--- src/rtl/mem_arbiter.sv ---
// mem_arbiter: two-requester (instruction fetch / data) arbiter for one RAM port.
// RAM control, wait and load outputs are combinational so that a completion
// is seen in the same cycle as the RAM response. Ties alternate through a
// 1-bit last_grant register, and data wins the first tie after reset.
// Optional feature: define MEM_ARBITER_STATS_EN to add icount/dcount
// completion counters (successful ACCESS completions only).

package cpu_types_pkg;
   typedef enum logic [1:0] {
      FREE   = 2'd0,
      BUSY   = 2'd1,
      ACCESS = 2'd2,
      ERROR  = 2'd3
   } ramstate_t;
endpackage

module mem_arbiter
   import cpu_types_pkg::*;
#(
   parameter int WORD_W = 32
) (
   input  logic              CLK,
   input  logic              RST,
   input  logic              iREN,
   input  logic [WORD_W-1:0] iaddr,
   input  logic              dmemREN,
   input  logic              dmemWEN,
   input  logic [WORD_W-1:0] daddr,
   input  logic [WORD_W-1:0] dstore,
   output logic              iwait,
   output logic              dwait,
   output logic [WORD_W-1:0] iload,
   output logic [WORD_W-1:0] dload,
   output logic              ramREN,
   output logic              ramWEN,
   output logic [WORD_W-1:0] ramaddr,
   output logic [WORD_W-1:0] ramstore,
   input  logic [WORD_W-1:0] ramload,
   input  ramstate_t         ramstate,
   output logic              ram_err
`ifdef MEM_ARBITER_STATS_EN
   ,
   output logic [31:0]       icount,
   output logic [31:0]       dcount
`endif
);

   typedef enum logic [1:0] {IDLE, DACC, IACC} state_t;
   typedef enum logic {GRANT_DATA, GRANT_INSTR} grant_t;

   state_t state;
   grant_t last_grant;

   logic dreq;
   logic ram_done;
   logic dgrant_live;
   logic igrant_live;
   logic d_done;
   logic i_done;

   // A grant is live only while its request is still present and reset is low;
   // gating with RST keeps an abandoned access from showing a completion.
   assign dreq        = dmemREN | dmemWEN;
   assign ram_done    = (ramstate == ACCESS) || (ramstate == ERROR);
   assign dgrant_live = (state == DACC) && dreq && !RST;
   assign igrant_live = (state == IACC) && iREN && !RST;
   assign d_done      = dgrant_live && ram_done;
   assign i_done      = igrant_live && ram_done;

   // RAM steering, stall and load return for whichever side currently owns the RAM.
   always_comb begin
      ramREN   = 1'b0;
      ramWEN   = 1'b0;
      ramaddr  = '0;
      ramstore = '0;
      iload    = '0;
      dload    = '0;
      iwait    = iREN & ~i_done;
      dwait    = dreq & ~d_done;
      ram_err  = (d_done || i_done) && (ramstate == ERROR);
      if (dgrant_live) begin
         ramaddr  = daddr;
         ramstore = dstore;
         ramWEN   = dmemWEN;
         ramREN   = dmemREN & ~dmemWEN;
         if (ramstate == ACCESS) begin
            dload = ramload;
         end
      end else if (igrant_live) begin
         ramaddr = iaddr;
         ramREN  = 1'b1;
         if (ramstate == ACCESS) begin
            iload = ramload;
         end
      end
   end

   // Grant FSM: choose a side in IDLE, hold until the RAM completes or the
   // request is withdrawn; only real completions move the tie-break pointer.
   always_ff @(posedge CLK) begin
      if (RST) begin
         state      <= IDLE;
         last_grant <= GRANT_INSTR;
      end else begin
         case (state)
            IDLE: begin
               if (dreq && iREN) begin
                  state <= (last_grant == GRANT_INSTR) ? DACC : IACC;
               end else if (dreq) begin
                  state <= DACC;
               end else if (iREN) begin
                  state <= IACC;
               end
            end
            DACC: begin
               if (!dreq) begin
                  state <= IDLE;
               end else if (ram_done) begin
                  state      <= IDLE;
                  last_grant <= GRANT_DATA;
               end
            end
            IACC: begin
               if (!iREN) begin
                  state <= IDLE;
               end else if (ram_done) begin
                  state      <= IDLE;
                  last_grant <= GRANT_INSTR;
               end
            end
            default: state <= IDLE;
         endcase
      end
   end

`ifdef MEM_ARBITER_STATS_EN
   // Completion counters: successful ACCESS completions only, wrapping naturally.
   always_ff @(posedge CLK) begin
      if (RST) begin
         icount <= '0;
         dcount <= '0;
      end else begin
         if (i_done && (ramstate == ACCESS)) begin
            icount <= icount + 32'd1;
         end
         if (d_done && (ramstate == ACCESS)) begin
            dcount <= dcount + 32'd1;
         end
      end
   end
`endif

endmodule

--- config.mk ---
export PLATFORM = sky130hd
export DESIGN_NAME = mem_arbiter
export DESIGN_NICKNAME = d
export VERILOG_FILES = /design/src/rtl/mem_arbiter.sv
export SDC_FILE = /design/constraint.sdc
export NUM_CORES = 1
export LEC_CHECK = 0
export CORE_AREA = 5 5 100 102
export DETAILED_ROUTE_END_ITERATION = 16
export DIE_AREA = 0 0 105 107
export GPL_ROUTABILITY_DRIVEN = 0
export GPL_TIMING_DRIVEN = 0
export PLACE_DENSITY = 0.71
export SYNTH_ARGS = -nofsm -noshare
export SYNTH_HDL_FRONTEND = slang
export SYNTH_SLANG_ARGS = --single-unit
--- constraint.sdc ---
create_clock -name CLK -period 2.2 [get_ports CLK]
set_clock_uncertainty 0.1 [all_clocks]
set_input_delay 0.55 -clock CLK [delete_from_list [all_inputs] [get_ports CLK]]
set_output_delay 0.55 -clock CLK [all_outputs]
set_load 0.01 [all_outputs]
==> results_dict.tcl <==
set metrics [dict create \
    drtPass1Iterations 4 \
    synth_fp_nets 318 \
    synthesis.instances 183 \
    num_io_pins 268 \
    dieArea_um2 11200 \
    report.final.slew_viol_count 0 \
    num-nets-final 616 \
    cts_buffers 3 \
    drt-initial-drc-count 108 \
    grt_max_degree 11 \
    dp_hpwl_um 9610 \
    crit_type "primary input to primary output" \
    final.setup.tns_ps -2590 \
    synth_area_per_cell_um2 6.79 \
    timing.rr.start "state[0]" \
    globalRouteMet3Util_pct 5.54 \
    timing.max_slew.rel_slack_pct 68.7 \
    total_power_mw 0.938 \
    ys_ff_latch 3 \
    drt-total-wl_um 12100 \
    clk_pin_slew_worst_paths_ps 30 \
    final_antenna_net_count 0 \
    detail_route.vias_per_cell 4.56 \
    finalWorstPathRequiredPeriod_ps 2290 \
    fmax_mhz 436 \
    globalRoute.busiestLayer "met2" \
    maxCapViolCount 0 \
    placedCellCount 561 \
    fillerInstances 865 \
    grt.total_usage_pct 19.2 \
    gr_ovfl_total 0 \
    die_w_um 105 \
    setup.worst_path.start_class "primary input" \
    clk_latency_ps 220 \
    synthDistinctLibCells 29 \
    met2_usage_pct 33.5 \
    synth_top_cells_by_area "and3_1, a22o_1, and2_1" \
    grt_first_pass_wirelength_um 17100 \
    tritoncts "yes" \
    worst_setup_path_startpoint "dmemREN" \
    area.growth.synth_to_final_pct 270 \
    place_worst_setup_slack_ps -1370 \
    clk_path_buf_depth 2 \
    hold_violations 0 \
    violated_checks "setup timing" \
    multi_input_area_um2 1270 \
    die_h_um 107 \
    h-tree-depth 1 \
    synth_enable_flop_cells 0 \
    antennaDiodeCount 0 \
    seq_area_frac_synth_pct 4.83 \
    synth_top_flop_cell "dfxtp_1" \
    numPortBuffers 267 \
    finalWorstSetupSlack_ps -94.8 \
    critPathArrivalTime_ps 1640 \
    status "finished, violations left" \
    grt_setup_unrepaired "yes" \
    hp-class "flop to flop" \
    final-seq-area_um2 67.6 \
    max-vdd-ir-drop_mv 0.228 \
    core_util_final_pct 51.0 \
    critPathMaxFanout 8 \
    timing.hold.worst_endpoint "last_grant" \
    grt_pass1_vias 2806 \
    floorplan.initialDensity_pct 13.8 \
    worstHoldStart "last_grant" \
    biggest_area_consumer_among_synthesized_cells "and3_1" \
    non_filler_cells_final 591 \
    core-area_um2 9020 \
    r2r.worst_path.cells 5 \
    total_leakage_power_nw 2.32 \
    synth.most_common_cell "and3_1" \
    drive_gt1_share_pct 52.3 \
    ctsHoldBuffers 0 \
    rrSetupSlack_ps 480 \
    setup_viol 62 \
    synth.top_cells.by_count "and3_1, a22o_1, and2_1, clkbuf_1, buf_2" \
    rr_endpoint "state[0]" \
    worstMarginPinSlew_ps 458 \
    routed-via-count 2693 \
    hold_path_depth 1 \
    clock-sinks 3 \
    endpoint_kind "primary output" \
    antenna_violations_before_repair 0 \
    synth-async-reset-ratio_pct 0 \
    core.rowCount 35 \
    wl_per_cell_um 20.5 \
    synthesis.area_um2 1240 \
    yosys_warnings 0 \
    layout_worst_path_cycle_share_pct 104 \
    powerDensity_nw_per_um2 204 \
    drc 0 \
    grtUsageMet1_pct 24.4 \
    netlist.area_leader.share_pct 32.7 \
    cts_root_buf "clkbuf_8" \
    worstPathRequired_ps 1550 \
]
## cells in the final DEF, fill, tap and decap left out, types with 2 or more instances in the layout
master,instances
and3_4,28
and3_1,37
a21oi_1,3
clkdlybuf4s50_1,128
clkbuf_4,2
and2_1,9
nand2_1,2
a2111oi_0,2
buf_6,83
clkbuf_8,10
buf_12,2
and2_4,23
clkdlybuf4s15_2,4
a22o_1,32
inv_1,3
buf_2,62
buf_8,12
clkbuf_2,3
dfxtp_4,2
buf_4,11
## how the worst max path moves through the flow
stage | cells past startpoint | to
after floorplan | 5 | ramstore[0]
after global placement | 7 | ramaddr[21]
after detailed placement | 7 | ramaddr[21]
after CTS | 7 | dload[29]
after global routing | 7 | iload[16]
final | 8 | ramaddr[25]
## where the power goes
| part | switching (mW) | internal [mW] |
|---|---|---|
| logic | 0.249 | 0.460 |
| registers | 0.00499 | 0.0605 |
| clock network | 0.0396 | 0.124 |
## area by class of cell
type	instances	area share (%)
tap	111	3.02
buffer	22	6.14
clock buffer	4	0.979
timing repair buffer	295	60.5
multi-input combinational	152	27.6
inverter	4	0.326
sequential	3	1.47
## routing by layer
metal | vias to the layer above | share of wire, %
met5 | - | 0
met4 | 0 | 0.47
met3 | 6 | 7.4
met2 | 146 | 50
met1 | 1260 | 42
li1 | 1281 | -
## sequential cells by signal (all words and copies together) (netlist names)
name	count
state	2
last_grant	1
## what timing repair did
| action | in CTS | in global routing |
|---|---|---|
| pin swaps | 36 | 21 |
| endpoints found under the setup margin | 133 | 131 |
| endpoints found under the hold margin | 0 | 0 |
| cloned | 10 | 1 |
| gates resized for setup | 699 | 84 |
| setup buffers | 13 | 7 |
## worst max-delay path, cell delays in order
cell and delay [ps]:
buf_8 100, o21bai_4 170, nor3_4 60, buf_12 140
buf_6 120, buf_8 120, a22o_1 250, buf_6 140
## kinds of logic (layout without fill, tap and decap cells)
| family | Yosys count | after routing | share of synthesized area, % |
|---|---|---|---|
| flops | 3 | 3 | 4.83 |
| compound gates | 44 | 44 | 29.7 |
| simple gates | 108 | 108 | 54.4 |
| buf+inv | 28 | 325 | 11.1 |
## per-stage QoR
stage	hold slack [ps]	area, um^2
global route	423	4600
floorplan	355	1240
global placement	378	4050
detailed placement	386	4050
finish	396	4600
CTS	388	4300
No activity file was read; power rests on OpenSTA's default activity.
